[config.mk]
export PLATFORM = sky130hd
export DESIGN_NAME = sync32_rx
export DESIGN_NICKNAME = d
export VERILOG_FILES = /design/src/rtl/vlc_pkg.sv /design/src/rtl/vlc_sync_detect.sv /design/src/rtl/sync32_rx.sv
export SDC_FILE = /design/constraint.sdc
export NUM_CORES = 1
export LEC_CHECK = 0
export CORE_MARGIN = 8
export CORE_UTILIZATION = 40
export CTS_BUF_LIST = sky130_fd_sc_hd__clkbuf_8
export DETAILED_ROUTE_END_ITERATION = 10
export PLACE_DENSITY = 0.68
export SKIP_LAST_GASP = 1
export SLEW_MARGIN = 20
export SYNTH_ARGS = -nofsm -noshare
export SYNTH_HDL_FRONTEND = slang
export SYNTH_HIERARCHICAL = 1
export SYNTH_SLANG_ARGS = --single-unit
[constraint.sdc]
create_clock -name iClk -period 2.8 [get_ports iClk]
set_input_delay 0.56 -clock iClk [delete_from_list [all_inputs] [get_ports iClk]]
set_output_delay 0.56 -clock iClk [all_outputs]
set_load 0.05 [all_outputs]
[src/rtl/vlc_pkg.sv]
// VLC link shared framing definitions.
// Holds the receiver state type and the default word/preamble constants.
package vlc_pkg;

  typedef enum logic {
    HUNT    = 1'b0,
    COLLECT = 1'b1
  } state_t;

  localparam int         VLC_WORD_W   = 32;
  localparam int         VLC_SYNC_LEN = 8;
  localparam logic [7:0] VLC_SYNC_PAT = 8'hD5;

endpackage

[src/rtl/vlc_sync_detect.sv]
// Preamble detector: LSB-first shift register, saturating fill counter
// and pattern compare. Ports: clk, reset, clear, shift, serial -> match.
module vlc_sync_detect
  import vlc_pkg::*;
#(
  parameter int                  SYNC_LEN     = VLC_SYNC_LEN,
  parameter logic [SYNC_LEN-1:0] SYNC_PATTERN = SYNC_LEN'(VLC_SYNC_PAT)
) (
  input  logic clk,
  input  logic reset,
  input  logic clear,
  input  logic shift,
  input  logic serial,
  output logic match
);

  localparam int             FW   = $clog2(SYNC_LEN + 1);
  localparam logic [FW-1:0]  FULL = FW'(SYNC_LEN);

  logic [SYNC_LEN-1:0] sh;
  logic [SYNC_LEN-1:0] sh_nxt;
  logic [FW-1:0]       fill;
  logic [FW-1:0]       fill_nxt;

  always_comb begin
    sh_nxt   = {serial, sh[SYNC_LEN-1:1]};
    fill_nxt = (fill == FULL) ? fill : fill + 1'b1;
  end

  // Compare against the register contents as they will be after this bit,
  // so the lock decision includes the bit arriving now.
  assign match = shift && (fill_nxt == FULL) && (sh_nxt == SYNC_PATTERN);

  always_ff @(posedge clk) begin
    if (reset || clear) begin
      sh   <= '0;
      fill <= '0;
    end else if (shift) begin
      sh   <= sh_nxt;
      fill <= fill_nxt;
    end
  end

endmodule

[src/rtl/sync32_rx.sv]
// VLC serial receiver: hunts for the preamble, assembles WIDTH payload bits
// LSB first and strobes each word into the receive FIFO (overflow if full).
// Ports: iClk, iReset, iBit, iBitValid, iFull -> oData, oWrite, oOverflow,
// oLocked, oCount.
module sync32_rx
  import vlc_pkg::*;
#(
  parameter int                  WIDTH        = VLC_WORD_W,
  parameter int                  SYNC_LEN     = VLC_SYNC_LEN,
  parameter logic [SYNC_LEN-1:0] SYNC_PATTERN = SYNC_LEN'(VLC_SYNC_PAT)
) (
  input  logic             iClk,
  input  logic             iReset,
  input  logic             iBit,
  input  logic             iBitValid,
  input  logic             iFull,
  output logic [WIDTH-1:0] oData,
  output logic             oWrite,
  output logic             oOverflow,
  output logic             oLocked,
  output logic [4:0]       oCount
);

  state_t           state;
  logic [WIDTH-2:0] word;
  logic             match;
  logic             last;

  assign last = (state == COLLECT) && iBitValid
             && (oCount == 5'(WIDTH - 1));

  vlc_sync_detect #(
    .SYNC_LEN     (SYNC_LEN),
    .SYNC_PATTERN (SYNC_PATTERN)
  ) u_sync (
    .clk    (iClk),
    .reset  (iReset),
    .clear  (last),
    .shift  (iBitValid && (state == HUNT)),
    .serial (iBit),
    .match  (match)
  );

  always_ff @(posedge iClk) begin
    if (iReset) begin
      state     <= HUNT;
      word      <= '0;
      oData     <= '0;
      oWrite    <= 1'b0;
      oOverflow <= 1'b0;
      oLocked   <= 1'b0;
      oCount    <= '0;
    end else begin
      oWrite    <= 1'b0;
      oOverflow <= 1'b0;
      if (iBitValid) begin
        unique case (state)
          HUNT: begin
            if (match) begin
              state   <= COLLECT;
              oLocked <= 1'b1;
              oCount  <= '0;
            end
          end
          COLLECT: begin
            for (int i = 0; i < WIDTH - 1; i++) begin
              if (oCount == 5'(i)) word[i] <= iBit;
            end
            if (last) begin
              // The last bit goes straight into oData; the word is
              // dropped whole when the FIFO cannot take it.
              if (!iFull) begin
                oData  <= {iBit, word};
                oWrite <= 1'b1;
              end else begin
                oOverflow <= 1'b1;
              end
              state   <= HUNT;
              oLocked <= 1'b0;
              oCount  <= '0;
            end else begin
              oCount <= oCount + 5'd1;
            end
          end
        endcase
      end
    end
  end

endmodule

==> impl_metrics.env, run 1 <==
export IMPL_outcome="complete, no violations"
export IMPL_worstHoldPathType="flip-flop to flip-flop"
export IMPL_drive_above_1_share_pct=7.62
export IMPL_design_area_sq_um=4210
export IMPL_clk_path_buf_depth=2
export IMPL_synth_top_family_by_area="simple AND/OR/NAND/NOR gates"
export IMPL_cts_buffers=9
export IMPL_final_max_slew_violation_count=0
export IMPL_num_vias=2714
export IMPL_coreArea_sq_um=8640
export IMPL_hold_violations=0
export IMPL_gp_congestion=0.788
export IMPL_clock_fmax_ghz=0.420
export IMPL_synth_async_reset_ratio_pct=0
export IMPL_setup_tns_ns=0
export IMPL_synth_xor_area_share_pct=0.747
export IMPL_antenna_found_initial=0
export IMPL_fin_crit_sh_pct=85.1
export IMPL_crit_fanout=6
export IMPL_wl_per_cell_um=13.7
export IMPL_ir_drop_mv=0.201
export IMPL_grt_ovfl_total=0
export IMPL_tightest_slew_ns=0.579
export IMPL_fp_dieW_um=110
export IMPL_post_cts_resized=0
export IMPL_drt_pass1_iterations=4
export IMPL_ant_nets=0
export IMPL_place_area_sq_um=4000
export IMPL_numPortBuffers=44
export IMPL_synth_edf_count=0
export IMPL_reg2reg_slack_ns=0.42
export IMPL_most_common_layout_cells="dfxtp_1, nand2_1, clkdlybuf4s50_1"
export IMPL_worstPathRequired_ns=3.05
export IMPL_synth_area_sq_um=3520
export IMPL_wl_mm=7.44
export IMPL_start_util_pct=40.7
export IMPL_initialDrtViolationCount=88
export IMPL_synth_fa_ha_area_share_pct=2.85
export IMPL_slew_headroom_pct=61.3
export IMPL_area_growth_pct=19.8
export IMPL_worstHoldEndpoint="oData[1]"
export IMPL_min_period_ns=2.38
export IMPL_endpoint_kind="flip-flop"
export IMPL_drc_errors=0
export IMPL_rr_startpoint="u_sync/fill[0]"
export IMPL_grt_util_all_layers_pct=13.0
export IMPL_cts_setup_buffers=0
export IMPL_final_common_cell="dfxtp_1"
export IMPL_synth_seq_cells=83
export IMPL_cts_tree="done"
export IMPL_cts_root_buf="clkbuf_8"
export IMPL_netlist_cell_type_count=42
export IMPL_synth_simple_gate_area_share_pct=24.0
export IMPL_design_die_area_sq_um=12000
export IMPL_worst_setup_path_start_kind="flip-flop"
export IMPL_p_per_area_nw_per_um2=513
export IMPL_viasPerCell=5.02
export IMPL_grt_first_pass_wirelength_mm=12.4
export IMPL_n_antenna_cell=0
export IMPL_ys_warn_count=6
export IMPL_whs_path_depth=2
export IMPL_synth_compound_area_share_pct=7.79
export IMPL_fin_nets=441
export IMPL_ctsHoldBuffers=0
export IMPL_regArea_sq_um=1660
export IMPL_dp_hpwl_mm=5.17
export IMPL_synthMuxAreaShare_pct=11.7
export IMPL_synthCells=392
export IMPL_synth_ff_type="dfxtp_1"
export IMPL_std_cell_rows=34
export IMPL_clk_latency_ns=0.34
export IMPL_grt_max_degree=41
export IMPL_critical_path_class="flip-flop to flip-flop"
export IMPL_multi_input_area_sq_um=1660
export IMPL_fp_dieH_um=110
export IMPL_syn_num_nets=405
export IMPL_p_leak_nw=1.66
export IMPL_drv_cap=0
export IMPL_synth_seq_area_share_pct=47.2
export IMPL_grt_pass1_vias=2606
export IMPL_fin_skew_ns=0.00687
export IMPL_htree_levels=3
export IMPL_reg2reg_depth=9
export IMPL_avgSynthCellArea_sq_um=8.97
export IMPL_fill_cells=850
export IMPL_setup_violations_final=0
export IMPL_hold_start="oData[1]"
export IMPL_io_pins=45
export IMPL_path_clk_slew_ns=0.08
export IMPL_rsz0062_at_grt="false"
export IMPL_cts_sinks=83
export IMPL_arrival_ns=2.63
export IMPL_reg2reg_to="oCount[4]"
-- final cells by class --
type	instances	area share, %
Clock buffer	12	3.92
Clock inverter	4	1.13
Inverter	7	0.742
Tap cell	108	3.21
Multi-Input combinational cell	272	39.3
Sequential cell	83	39.4
Timing Repair Buffer	55	12.3
-- cell usage after synthesis, drive strengths merged, types with 2 or more instances --
cell type   n  area share, %
and3b       2           0.50
a22oi       2           0.43
ha          8            2.8
nand2      77            8.2
a21oi      34            4.8
clkbuf     14            1.5
nand3      22            3.1
dfxtp      83             47
o21ai       3           0.53
and4        3           0.75
buf        16            3.3
nor3b       2           0.43
nand2b     31            5.5
inv         6           0.64
xor2        2           0.50
mux2i      40             11
nand4b      2           0.50
nand4       4           0.71
nor2       18            1.9
and3        2           0.36
nor2b       3           0.53
-- how the worst max path moves through the flow --
| stage | slack (ns) | to | cells after the start | from |
|---|---|---|---|---|
| after floorplan | 0.60 | u_sync/fill[0] | 9 | oCount[1] |
| final | 0.42 | oCount[4] | 9 | u_sync/fill[0] |
| after global routing | 0.27 | oCount[4] | 9 | u_sync/fill[0] |
| after global placement | 0.40 | oCount[1] | 9 | iBitValid |
| after detailed placement | 0.26 | oCount[4] | 9 | iBitValid |
| after CTS | 0.43 | oCount[4] | 9 | u_sync/fill[0] |
-- worst max-delay path, cell delays in order (launching register included) --
cell and delay (ns):
dfxtp_1 0.41, inv_1 0.11, ha_1 0.32, nor4b_1 0.36, nand3_1 0.17, nor4_2 0.27, buf_4 0.18, o21a_1 0.16
nor2_1 0.06, a211oi_1 0.26
-- state kept, by name, indices dropped and copies added (netlist names) --
| name | flops |
|---|---|
| oOverflow | 1 |
| word | 31 |
| oLocked | 1 |
| oWrite | 1 |
| oCount | 5 |
| oData | 32 |
| u_sync/sh | 7 |
| state | 1 |
| u_sync/fill | 4 |
-- logic make-up (layout without fill, tap and decap cells) --
| kind of cell | after synthesis | in the layout |
|---|---|---|
| compound gates | 48 | 48 |
| xor+xnor | 3 | 3 |
| mux | 41 | 41 |
| buf+inv | 37 | 78 |
| simple gates | 172 | 172 |
| fa+ha+maj | 8 | 8 |
| flops | 83 | 83 |
-- metal layers --
layer  share of wire, %  global-route usage [%]
met4                2.0                    5.30
met3                4.9                    3.58
met1                 46                    15.4
met2                 47                    21.8
met5                  0                       0
-- through the flow --
| stage | util (%) | hold WS (ns) | setup WS, ns | instances | power, mW |
|---|---|---|---|---|---|
| 2_1_floorplan | - | 0.432 | 0.600 | 392 | 1.28 |
| 3_3_place_gp | 46.3 | 0.442 | 0.402 | 525 | 1.29 |
| 3_5_place_dp | 46.3 | 0.446 | 0.262 | 525 | 1.29 |
| 4_1_cts | 48.8 | 0.456 | 0.427 | 541 | 2.19 |
| 5_1_grt | 48.8 | 0.474 | 0.266 | 541 | 2.25 |
| 6_report | 48.8 | 0.454 | 0.417 | 541 | 2.16 |
-- where the power goes --
| group | total [mW] | switching, mW | internal, mW |
|---|---|---|---|
| Sequential | 1.19 | 0.00783 | 1.18 |
| Combinational | 0.0737 | 0.0429 | 0.0308 |
| Clock | 0.897 | 0.414 | 0.482 |
Note: power is estimated with default switching activity, not from simulation.
==> run 2, diff against run 1 <==
Settings changed: CORE_UTILIZATION 40 to 35, HOLD_SLACK_MARGIN from default to 0.15, PLACE_DENSITY 0.68 to 0.62.
==> run 2 against run 1 <==
  * Non-clock buffer count rose by 2
  * Total power rose by 0.92%
  * Clock skew fell by 0.0010 ns
  * Cell count rose by 5.0%
  * Largest power group unchanged
  * First-iteration DRC count rose by 24%
==> impl_metrics.env, run 2 (synthesized netlist as in run 1, its figures left out) <==
export IMPL_outcome="complete, no violations"
export IMPL_path_clk_slew_ns=0.08
export IMPL_endpoint_kind="flip-flop"
export IMPL_crit_fanout=6
export IMPL_cts_tree="done"
export IMPL_wl_per_cell_um=13.6
export IMPL_multi_input_area_sq_um=1660
export IMPL_clock_fmax_ghz=0.426
export IMPL_setup_violations_final=0
export IMPL_cts_buffers=9
export IMPL_p_total_mw=2.18
export IMPL_setup_tns_ns=0
export IMPL_critical_path_class="flip-flop to flip-flop"
export IMPL_num_vias=2740
export IMPL_cts_root_buf="clkbuf_8"
export IMPL_layoutNonFillerInstCount=568
export IMPL_drive_above_1_share_pct=7.36
export IMPL_area_growth_pct=21.1
export IMPL_min_period_ns=2.35
export IMPL_clk_path_buf_depth=2
export IMPL_p_sw_mw=0.473
export IMPL_p_comb_share_pct=3.4
export IMPL_tightest_slew_ns=0.596
export IMPL_grt_max_degree=40
export IMPL_arrival_ns=2.60
export IMPL_drv_cap=0
export IMPL_htree_levels=3
export IMPL_post_place_cells=552
export IMPL_ctsHoldBuffers=0
export IMPL_n_antenna_cell=0
export IMPL_p_sw_share_pct=21.7
export IMPL_hold_ws_ns=0.454
export IMPL_drt_pass1_iterations=6
export IMPL_viasPerCell=4.82
export IMPL_ant_nets=0
export IMPL_worstHoldPathType="flip-flop to flip-flop"
export IMPL_initialDrtViolationCount=109
export IMPL_fin_skew_ns=0.00585
export IMPL_design_die_area_sq_um=13500
export IMPL_grt_util_all_layers_pct=12.1
export IMPL_grt_first_pass_wirelength_mm=12.9
export IMPL_slew_headroom_pct=60.3
export IMPL_fin_crit_sh_pct=83.8
export IMPL_rsz0062_at_grt="false"
export IMPL_clk_latency_ns=0.35
export IMPL_final_max_slew_violation_count=0
export IMPL_worst_setup_path_start_kind="flip-flop"
export IMPL_most_common_layout_cells="dfxtp_1, nand2_1, clkdlybuf4s50_1"
export IMPL_post_cts_resized=0
export IMPL_grt_ovfl_total=0
export IMPL_numPortBuffers=44
export IMPL_antenna_found_initial=0
export IMPL_dp_hpwl_mm=5.42
export IMPL_wl_mm=7.75
export IMPL_cts_setup_buffers=0
export IMPL_largest_reg_flops=32
export IMPL_io_pins=45
export IMPL_regMostFlops="oData"
export IMPL_gp_congestion=0.799
export IMPL_ir_drop_mv=0.264
export IMPL_fill_cells=989
export IMPL_pwr_share_seq_pct=54.7
export IMPL_p_clk_share_pct=41.9
export IMPL_hold_violations=0
export IMPL_p_int_mw=1.71
export IMPL_fp_dieW_um=116
export IMPL_drc_errors=0
export IMPL_grt_pass1_vias=2610
export IMPL_top_regs="oData x32, word x31, u_sync/sh x7"
export IMPL_fin_nets=443
export IMPL_worstPathRequired_ns=3.05
export IMPL_p_leak_nw=1.67
export IMPL_cts_sinks=83
export IMPL_coreArea_sq_um=9770
export IMPL_final_common_cell="dfxtp_1"
export IMPL_fp_dieH_um=116
export IMPL_start_util_pct=36.0
export IMPL_regArea_sq_um=1660
export IMPL_std_cell_rows=36
export IMPL_p_per_area_nw_per_um2=513
[run 2: cell types whose count changed in the layout (fill, tap and decap cells not counted)]
cell | previous run | this run
clkbuf_8 | 12 | 9
inv_1 | 6 | 9
buf_4 | 11 | 13
clkinv_2 | 2 | 0
bufinv_16 | 1 | 2
clkinvlp_4 | 1 | 2
[run 2: worst paths after layout]
path | start | to | cells past startpoint | slack (ns)
max | u_sync/fill[0] | oCount[4] | 9 | 0.45
min | word[28] | oData[28] | 2 | 0.45
max reg2reg | u_sync/fill[0] | oCount[4] | 9 | 0.45
min reg2reg | word[28] | oData[28] | 2 | 0.45
[run 2: per-stage QoR]
stage / area, sq um / setup slack, ns / utilization [%]
6_report: 4260 / 0.454 / 43.6
5_1_grt: 4260 / 0.288 / 43.6
4_1_cts: 4260 / 0.439 / 43.6
3_5_place_dp: 4050 / 0.301 / 41.4
3_3_place_gp: 4050 / 0.413 / 41.4
2_1_floorplan: 3520 / 0.600 / -
[run 2: area by class of cell]
class | instances | share of cell area, %
Clock inverter | 7 | 2.03
Clock buffer | 9 | 2.91
Sequential cell | 83 | 39.0
Tap cell | 133 | 3.91
Inverter | 7 | 0.735
Multi-Input combinational cell | 272 | 38.9
Timing Repair Buffer | 57 | 12.5
[run 2: power by group through the flow]
stage,logic [mW],clock network (mW),registers (mW)
finish,0.0751,0.914,1.19
global route,0.0825,0.991,1.19
CTS,0.0760,0.945,1.19
detailed placement,0.0757,0,1.22
global placement,0.0744,0,1.22
floorplan,0.0601,0,1.22
[run 2: critical path, cell delays in order, from the launching register on]
cell	delay, ns
dfxtp_1	0.43
inv_1	0.10
ha_1	0.32
nor4b_1	0.38
nand3_1	0.14
nor4_2	0.25
buf_4	0.17
o21a_1	0.16
nor2_1	0.05
a211oi_1	0.25
[run 2: layer usage]
layer	vias to the layer above	global-route usage, %	part of all wire (%)
met2	44	18.7	46
met3	11	3.31	4.7
met4	0	4.75	1.6
met1	1297	15.5	48
met5	-	0	0
li1	1388	-	-
